`src/rtl/arb_pkg.sv`:
```
// Shared types, default sizing and helpers for the round-robin decode arbiter.
package arb_pkg;

  // Controller states: no grant outstanding, or a grant being held.
  typedef enum logic {
    IDLE = 1'b0,
    HOLD = 1'b1
  } arb_state_e;

  // Default sizing: 16 requesters, 4-bit index, 8-cycle hold timeout.
  localparam int N_DEF        = 16;
  localparam int IW_DEF       = 4;
  localparam int HOLD_MAX_DEF = 8;

  // Widest supported requester count; helpers are sized for it and sliced by users.
  localparam int N_MAX  = 16;
  localparam int IW_MAX = 4;

  // Binary index to one-hot select line, sized for the widest configuration.
  function automatic logic [N_MAX-1:0] idx_to_onehot(input logic [IW_MAX-1:0] idx);
    logic [N_MAX-1:0] oh;
    oh      = '0;
    oh[idx] = 1'b1;
    return oh;
  endfunction

endpackage

```
`src/rtl/rr_decode_arbiter_pick.sv`:
```
// Combinational rotating-priority search: the first candidate at or after
// start_idx (ascending, wrapping) wins; one index can optionally be excluded.
module rr_priority_pick
  import arb_pkg::*;
#(
  parameter int N  = N_DEF,
  parameter int IW = IW_DEF
) (
  input  logic [N-1:0]  eligible,
  input  logic [IW-1:0] start_idx,
  input  logic          excl_en,
  input  logic [IW-1:0] excl_idx,
  output logic          found,
  output logic [IW-1:0] winner
);

  logic [N-1:0]  excl_mask;
  logic [N-1:0]  cand;
  logic [N-1:0]  rotated;
  logic [IW-1:0] offset;

  // Build the exclusion mask (only the pre-empted owner is ever excluded).
  always_comb begin
    excl_mask = '0;
    if (excl_en) begin
      excl_mask[excl_idx] = 1'b1;
    end
  end

  assign cand = eligible & ~excl_mask;

  // Rotate candidates so start_idx lands at bit 0; N is a power of two so
  // the IW-bit addition wraps modulo N for free.
  always_comb begin
    rotated = '0;
    for (int k = 0; k < N; k++) begin
      rotated[k] = cand[IW'(start_idx + IW'(k))];
    end
  end

  // Lowest set bit of the rotated vector is the nearest candidate.
  always_comb begin
    found  = 1'b0;
    offset = '0;
    for (int k = N - 1; k >= 0; k--) begin
      if (rotated[k]) begin
        found  = 1'b1;
        offset = IW'(k);
      end
    end
  end

  // Rotate the winning offset back into an absolute requester index.
  assign winner = start_idx + offset;

endmodule

```
`src/rtl/rr_decode_arbiter.sv`:
```
// Round-robin arbiter driving a one-hot select decoder bank. The owner keeps
// the grant while it stays eligible, subject to an optional hold timeout that
// hands the resource to a waiting competitor.
module rr_decode_arbiter
  import arb_pkg::*;
#(
  parameter int N        = N_DEF,
  parameter int IW       = IW_DEF,
  parameter int HOLD_MAX = HOLD_MAX_DEF
) (
  input  logic          clk,
  input  logic          rst,
  input  logic          enable,
  input  logic [N-1:0]  req,
  input  logic [N-1:0]  mask,
  output logic [N-1:0]  grant,
  output logic [IW-1:0] grant_idx,
  output logic          grant_valid,
  output logic          preempt
);

  // Hold counter only needs to reach HOLD_MAX (or 1 when the timeout is off).
  localparam int            CW       = (HOLD_MAX < 2) ? 1 : $clog2(HOLD_MAX + 1);
  localparam logic [CW-1:0] CNT_SAT  = (HOLD_MAX == 0) ? CW'(1) : CW'(HOLD_MAX);
  localparam logic [IW-1:0] LAST_RST = IW'(N - 1);

  arb_state_e    state;
  arb_state_e    state_n;
  logic [IW-1:0] last_idx;
  logic [IW-1:0] last_n;
  logic [IW-1:0] idx_n;
  logic [CW-1:0] hold_cnt;
  logic [CW-1:0] cnt_n;
  logic          valid_n;
  logic          preempt_n;

  logic [N-1:0]     eligible;
  logic [N_MAX-1:0] owner_oh;
  logic [N_MAX-1:0] grant_oh_n;
  logic             owner_elig;
  logic             others;
  logic             timeout_hit;
  logic             excl_en;
  logic [IW-1:0]    start_idx;
  logic             found;
  logic [IW-1:0]    winner;

  assign eligible = req & mask;

  // While holding, last_idx is the current owner.
  assign owner_oh    = idx_to_onehot(IW_MAX'(last_idx));
  assign owner_elig  = eligible[last_idx];
  assign others      = |(eligible & ~owner_oh[N-1:0]);
  assign timeout_hit = (HOLD_MAX != 0) && (hold_cnt == CNT_SAT);

  // Exclude the owner only when the timeout is what forces the new search.
  assign excl_en   = (state == HOLD) && owner_elig && timeout_hit && others;
  assign start_idx = last_idx + IW'(1);

  rr_priority_pick #(
    .N  (N),
    .IW (IW)
  ) u_pick (
    .eligible  (eligible),
    .start_idx (start_idx),
    .excl_en   (excl_en),
    .excl_idx  (last_idx),
    .found     (found),
    .winner    (winner)
  );

  // Next-state and next-output decision for the grant controller.
  always_comb begin
    state_n   = state;
    last_n    = last_idx;
    idx_n     = grant_idx;
    cnt_n     = hold_cnt;
    valid_n   = grant_valid;
    preempt_n = 1'b0;

    unique case (state)
      IDLE: begin
        if (enable && found) begin
          state_n = HOLD;
          last_n  = winner;
          idx_n   = winner;
          cnt_n   = CW'(1);
          valid_n = 1'b1;
        end
      end

      HOLD: begin
        if (!enable) begin
          // Drop the grant but remember the owner for rotation on resume.
          state_n = IDLE;
          valid_n = 1'b0;
        end else if (!owner_elig) begin
          // Owner released or was masked off: hand over back-to-back if possible.
          if (found) begin
            last_n  = winner;
            idx_n   = winner;
            cnt_n   = CW'(1);
          end else begin
            state_n = IDLE;
            valid_n = 1'b0;
          end
        end else if (excl_en) begin
          // Owner overstayed while someone else waits: force the hand-over.
          last_n    = winner;
          idx_n     = winner;
          cnt_n     = CW'(1);
          preempt_n = 1'b1;
        end else if (hold_cnt < CNT_SAT) begin
          // Saturating count so a late competitor triggers the timeout at once.
          cnt_n = hold_cnt + CW'(1);
        end
      end

      default: begin
        state_n = IDLE;
        valid_n = 1'b0;
      end
    endcase
  end

  assign grant_oh_n = idx_to_onehot(IW_MAX'(idx_n));

  // Controller state and registered outputs; grant is decoded from the index.
  always_ff @(posedge clk) begin
    if (rst) begin
      state       <= IDLE;
      last_idx    <= LAST_RST;
      hold_cnt    <= '0;
      grant       <= '0;
      grant_idx   <= '0;
      grant_valid <= 1'b0;
      preempt     <= 1'b0;
    end else begin
      state       <= state_n;
      last_idx    <= last_n;
      hold_cnt    <= cnt_n;
      grant       <= valid_n ? grant_oh_n[N-1:0] : '0;
      grant_idx   <= idx_n;
      grant_valid <= valid_n;
      preempt     <= preempt_n;
    end
  end

endmodule

```
`config.mk`:
```
export PLATFORM = sky130hd
export DESIGN_NAME = rr_decode_arbiter
export DESIGN_NICKNAME = d
export VERILOG_FILES = /design/src/rtl/arb_pkg.sv /design/src/rtl/rr_decode_arbiter_pick.sv /design/src/rtl/rr_decode_arbiter.sv
export SDC_FILE = /design/constraint.sdc
export NUM_CORES = 1
export LEC_CHECK = 0
export ABC_AREA = 1
export CELL_PAD_IN_SITES_DETAIL_PLACEMENT = 0
export CELL_PAD_IN_SITES_GLOBAL_PLACEMENT = 2
export CORE_MARGIN = 3
export CORE_UTILIZATION = 28
export CTS_BUF_LIST = sky130_fd_sc_hd__clkbuf_16
export CTS_CLUSTER_SIZE = 28
export DETAILED_ROUTE_END_ITERATION = 12
export PLACE_DENSITY_LB_ADDON = 0.1
export SLEW_MARGIN = 5
export SYNTH_ARGS = -nofsm -noshare
export SYNTH_HDL_FRONTEND = slang
export SYNTH_HIERARCHICAL = 1
export SYNTH_SLANG_ARGS = --single-unit
```
`constraint.sdc`:
```
create_clock -name clk -period 6.3 [get_ports clk]
set_input_delay 1.89 -clock clk [delete_from_list [all_inputs] [get_ports clk]]
set_output_delay 1.89 -clock clk [all_outputs]
set_load 0.05 [all_outputs]
```
==> summary.md <==
| Metric | Value |
|---|---|
| Status | `completed` |
| Final net count | `780` |
| Crit path largest cell delay | `0.54 ns` |
| Worst setup EP type | `register` |
| Yosys top cell by area | `nand2_1` |
| Synth Area per Inst | `5.83 um2` |
| Setup-failing EPs final | `0` |
| DR pass1 iterations | `4` |
| FP Rows | `40` |
| Max Slew Vio Count | `0` |
| Gpl congestion | `0.824` |
| Post-synth top area share | `19.4%` |
| Maximum capacitance violations | `0` |
| H-tree depth | `2` |
| Final hold viol count | `0` |
| Post-Synthesis Cells | `606` |
| Initial antenna violation count | `0` |
| Crit path arrival time | `6.17 ns` |
| Sequential area share after synthesis | `17.6%` |
| CP bufs+invs | `8` |
| 1st-iter DRT viols | `152` |
| CTS buffer count | `5` |
| Async set-reset flop share out of synthesis | `0%` |
| ANT cells | `0` |
| First-pass GRT wire length | `19.5 mm` |
| Required time of the critical path | `6.52 ns` |
| Routed len/inst | `13.8 um` |
| Area Overhead vs Synth | `54.6%` |
| Post-route ant nets | `0` |
| Core Footprint | `0.0122 mm2` |
| CTS tree | `done` |
| CTS max path bufs | `2` |
| Yosys warnings | `6` |
| Die area | `0.0140 mm2` |
| Clk slew on worst S/H paths | `0.05 ns` |
| Startpoint Class | `input pin` |
| Initial Util | `29.1%` |
| CTS Hold Buffers Added | `0` |
| FMAX | `168 MHz` |
| Most frequent cell after synthesis | `nand2_1` |
| Synth Register Bits | `31` |
| Critical path's top delay family | `simple AND/OR/NAND/NOR gates` |
| Multi-input logic area | `0.00310 mm2` |
| RSZ-0062 raised after global routing | `true` |
| GRT Util Overall | `16.9%` |
| Relative slew slack | `50.5%` |
| Vias in the first global route | `4012` |
| Dpl hpwl | `9.60 mm` |
| Via Count | `4194` |
| Setup TNS | `0 ns` |
| Top_reg_cell synth | `dfxtp_1` |
| Post-Synthesis Net Count | `658` |
| EDFF count, synth | `0` |
| Hold WC Path Type | `reg -> reg` |
| Crit-path max FO | `6` |
| Pin count of the biggest net entering global routing | `23` |
| Setup CP Type | `in -> reg` |
| Die W | `118 um` |
| Vias/cell | `4.68` |
| Clock root buffer | `clkbuf_16` |
| Fillers | `1304` |
| Least-Margin Pin Slew | `0.741 ns` |
| CP max-delay cell | `fa_2` |
| Mapped Area | `0.00353 mm2` |
| Share of cells above drive strength 1 | `39.5%` |
| Total Routed Length | `12.4 mm` |
| Buffers on Ports | `56` |
| Boundary Pins | `57` |
| Overflow after GRT | `0` |
| DRC Markers | `0` |
| Total area of sequential cells | `621 um2` |
| Most used cell along the critical path | `nand2_1` |
| Fin crit share | `94.6%` |
| Min Clock Period, post-route | `5.96 ns` |
| Clk sinks | `31` |
| Synth top area cells | `nand2_1, nand3_1, dfxtp_1` |
| Die H | `118 um` |
| Final Skew | `0.00267 ns` |
| Synth cell count leaders | `nand2_1, nand3_1, inv_1` |
| Clk Latency, worst-skew pair | `0.28 ns` |
| Unique masters post-synth | `39` |
state kept, by name, indices dropped and copies added (netlist names):
register	flops
grant	16
grant_idx	4
hold_cnt	4
last_idx	4
grant_valid	1
preempt	1
state	1
path summary, 6_finish.rpt:
| path | end | slack (ns) | start | cells past startpoint |
|---|---|---|---|---|
| min reg2reg | hold_cnt[2] | 0.51 | hold_cnt[2] | 2 |
| min | hold_cnt[2] | 0.51 | hold_cnt[2] | 2 |
| max | grant[8] | 0.34 | req[0] | 46 |
| max reg2reg | grant[8] | 0.54 | last_idx[1] | 36 |
cell type report:
| type | instances | area share (%) |
|---|---|---|
| clock buffers | 5 | 2.29 |
| multi-input cells | 483 | 56.7 |
| well taps | 168 | 3.85 |
| inverters | 78 | 5.54 |
| clock inverters | 3 | 0.710 |
| flip-flops and latches | 31 | 11.4 |
| repair buffers | 129 | 19.6 |
logic make-up (layout without fill, tap and decap cells):
family / count (synthesis) / in the layout / synth area share [%]
DFF: 31 / 31 / 17.6
xor gates and xnor gates: 12 / 12 / 2.97
adders and majority gates: 17 / 17 / 6.23
buffers and inverters: 92 / 215 / 11.0
AOI/OAI and AO/OA: 53 / 53 / 10.2
and+or+nand+nor: 401 / 401 / 52.0
metal layers:
layer	track usage, %	share of wire [%]
met4	6.45	2.2
met3	2.30	2.7
met1	21.3	46
met2	29.3	49
met5	0	0
layout by cell type (no fill, tap or decap), types with 3 or more instances in the layout:
cell type	count
o211ai_1	5
clkbuf_2	17
nor2_4	7
clkbuf_16	5
dlymetal6s2s_1	4
o21ai_1	7
nand3_2	73
nand2_2	31
o21ai_0	7
nand2_1	161
ha_1	15
nand3_4	6
clkdlybuf4s50_1	24
a31oi_1	3
nor2_2	16
xor2_1	9
buf_6	15
a21oi_1	4
dfxtp_1	31
nand2_4	7
a22oi_1	3
o21ai_2	8
nand3_1	58
inv_1	57
nor2_1	36
inv_2	17
o21a_1	6
buf_4	68
worst min-delay path, stage by stage, from the launching register on:
cell and delay, ns:
dfxtp_1 0.31, inv_1 0.09, a21oi_1 0.07
timing repair:
| item | 4_1_cts | 5_1_grt |
|---|---|---|
| gates resized for setup | 46 | 191 |
| gates cloned | 1 | 0 |
| pin swaps | 19 | 74 |
| setup endpoints to repair | 19 | 19 |
| setup buffers | 9 | 5 |
| endpoints found under the hold margin | 0 | 0 |
through the flow:
| step | hold WS [ns] | utilization, % | std cells | area [um2] | setup WS, ns |
|---|---|---|---|---|---|
| CTS | 0.510 | 40.8 | 892 | 4970 | 0.0132 |
| global route | 0.529 | 44.9 | 897 | 5470 | -0.101 |
| floorplan | 0.463 | - | 606 | 3530 | 0.515 |
| finish | 0.509 | 44.9 | 897 | 5470 | 0.342 |
| global placement | 0.487 | 38.2 | 874 | 4640 | -0.567 |
| detailed placement | 0.493 | 38.2 | 874 | 4640 | -0.630 |
Power is left out: the tool's default activity adds up to more than one toggle a clock period on the data nets, which glitch-free logic cannot reach.
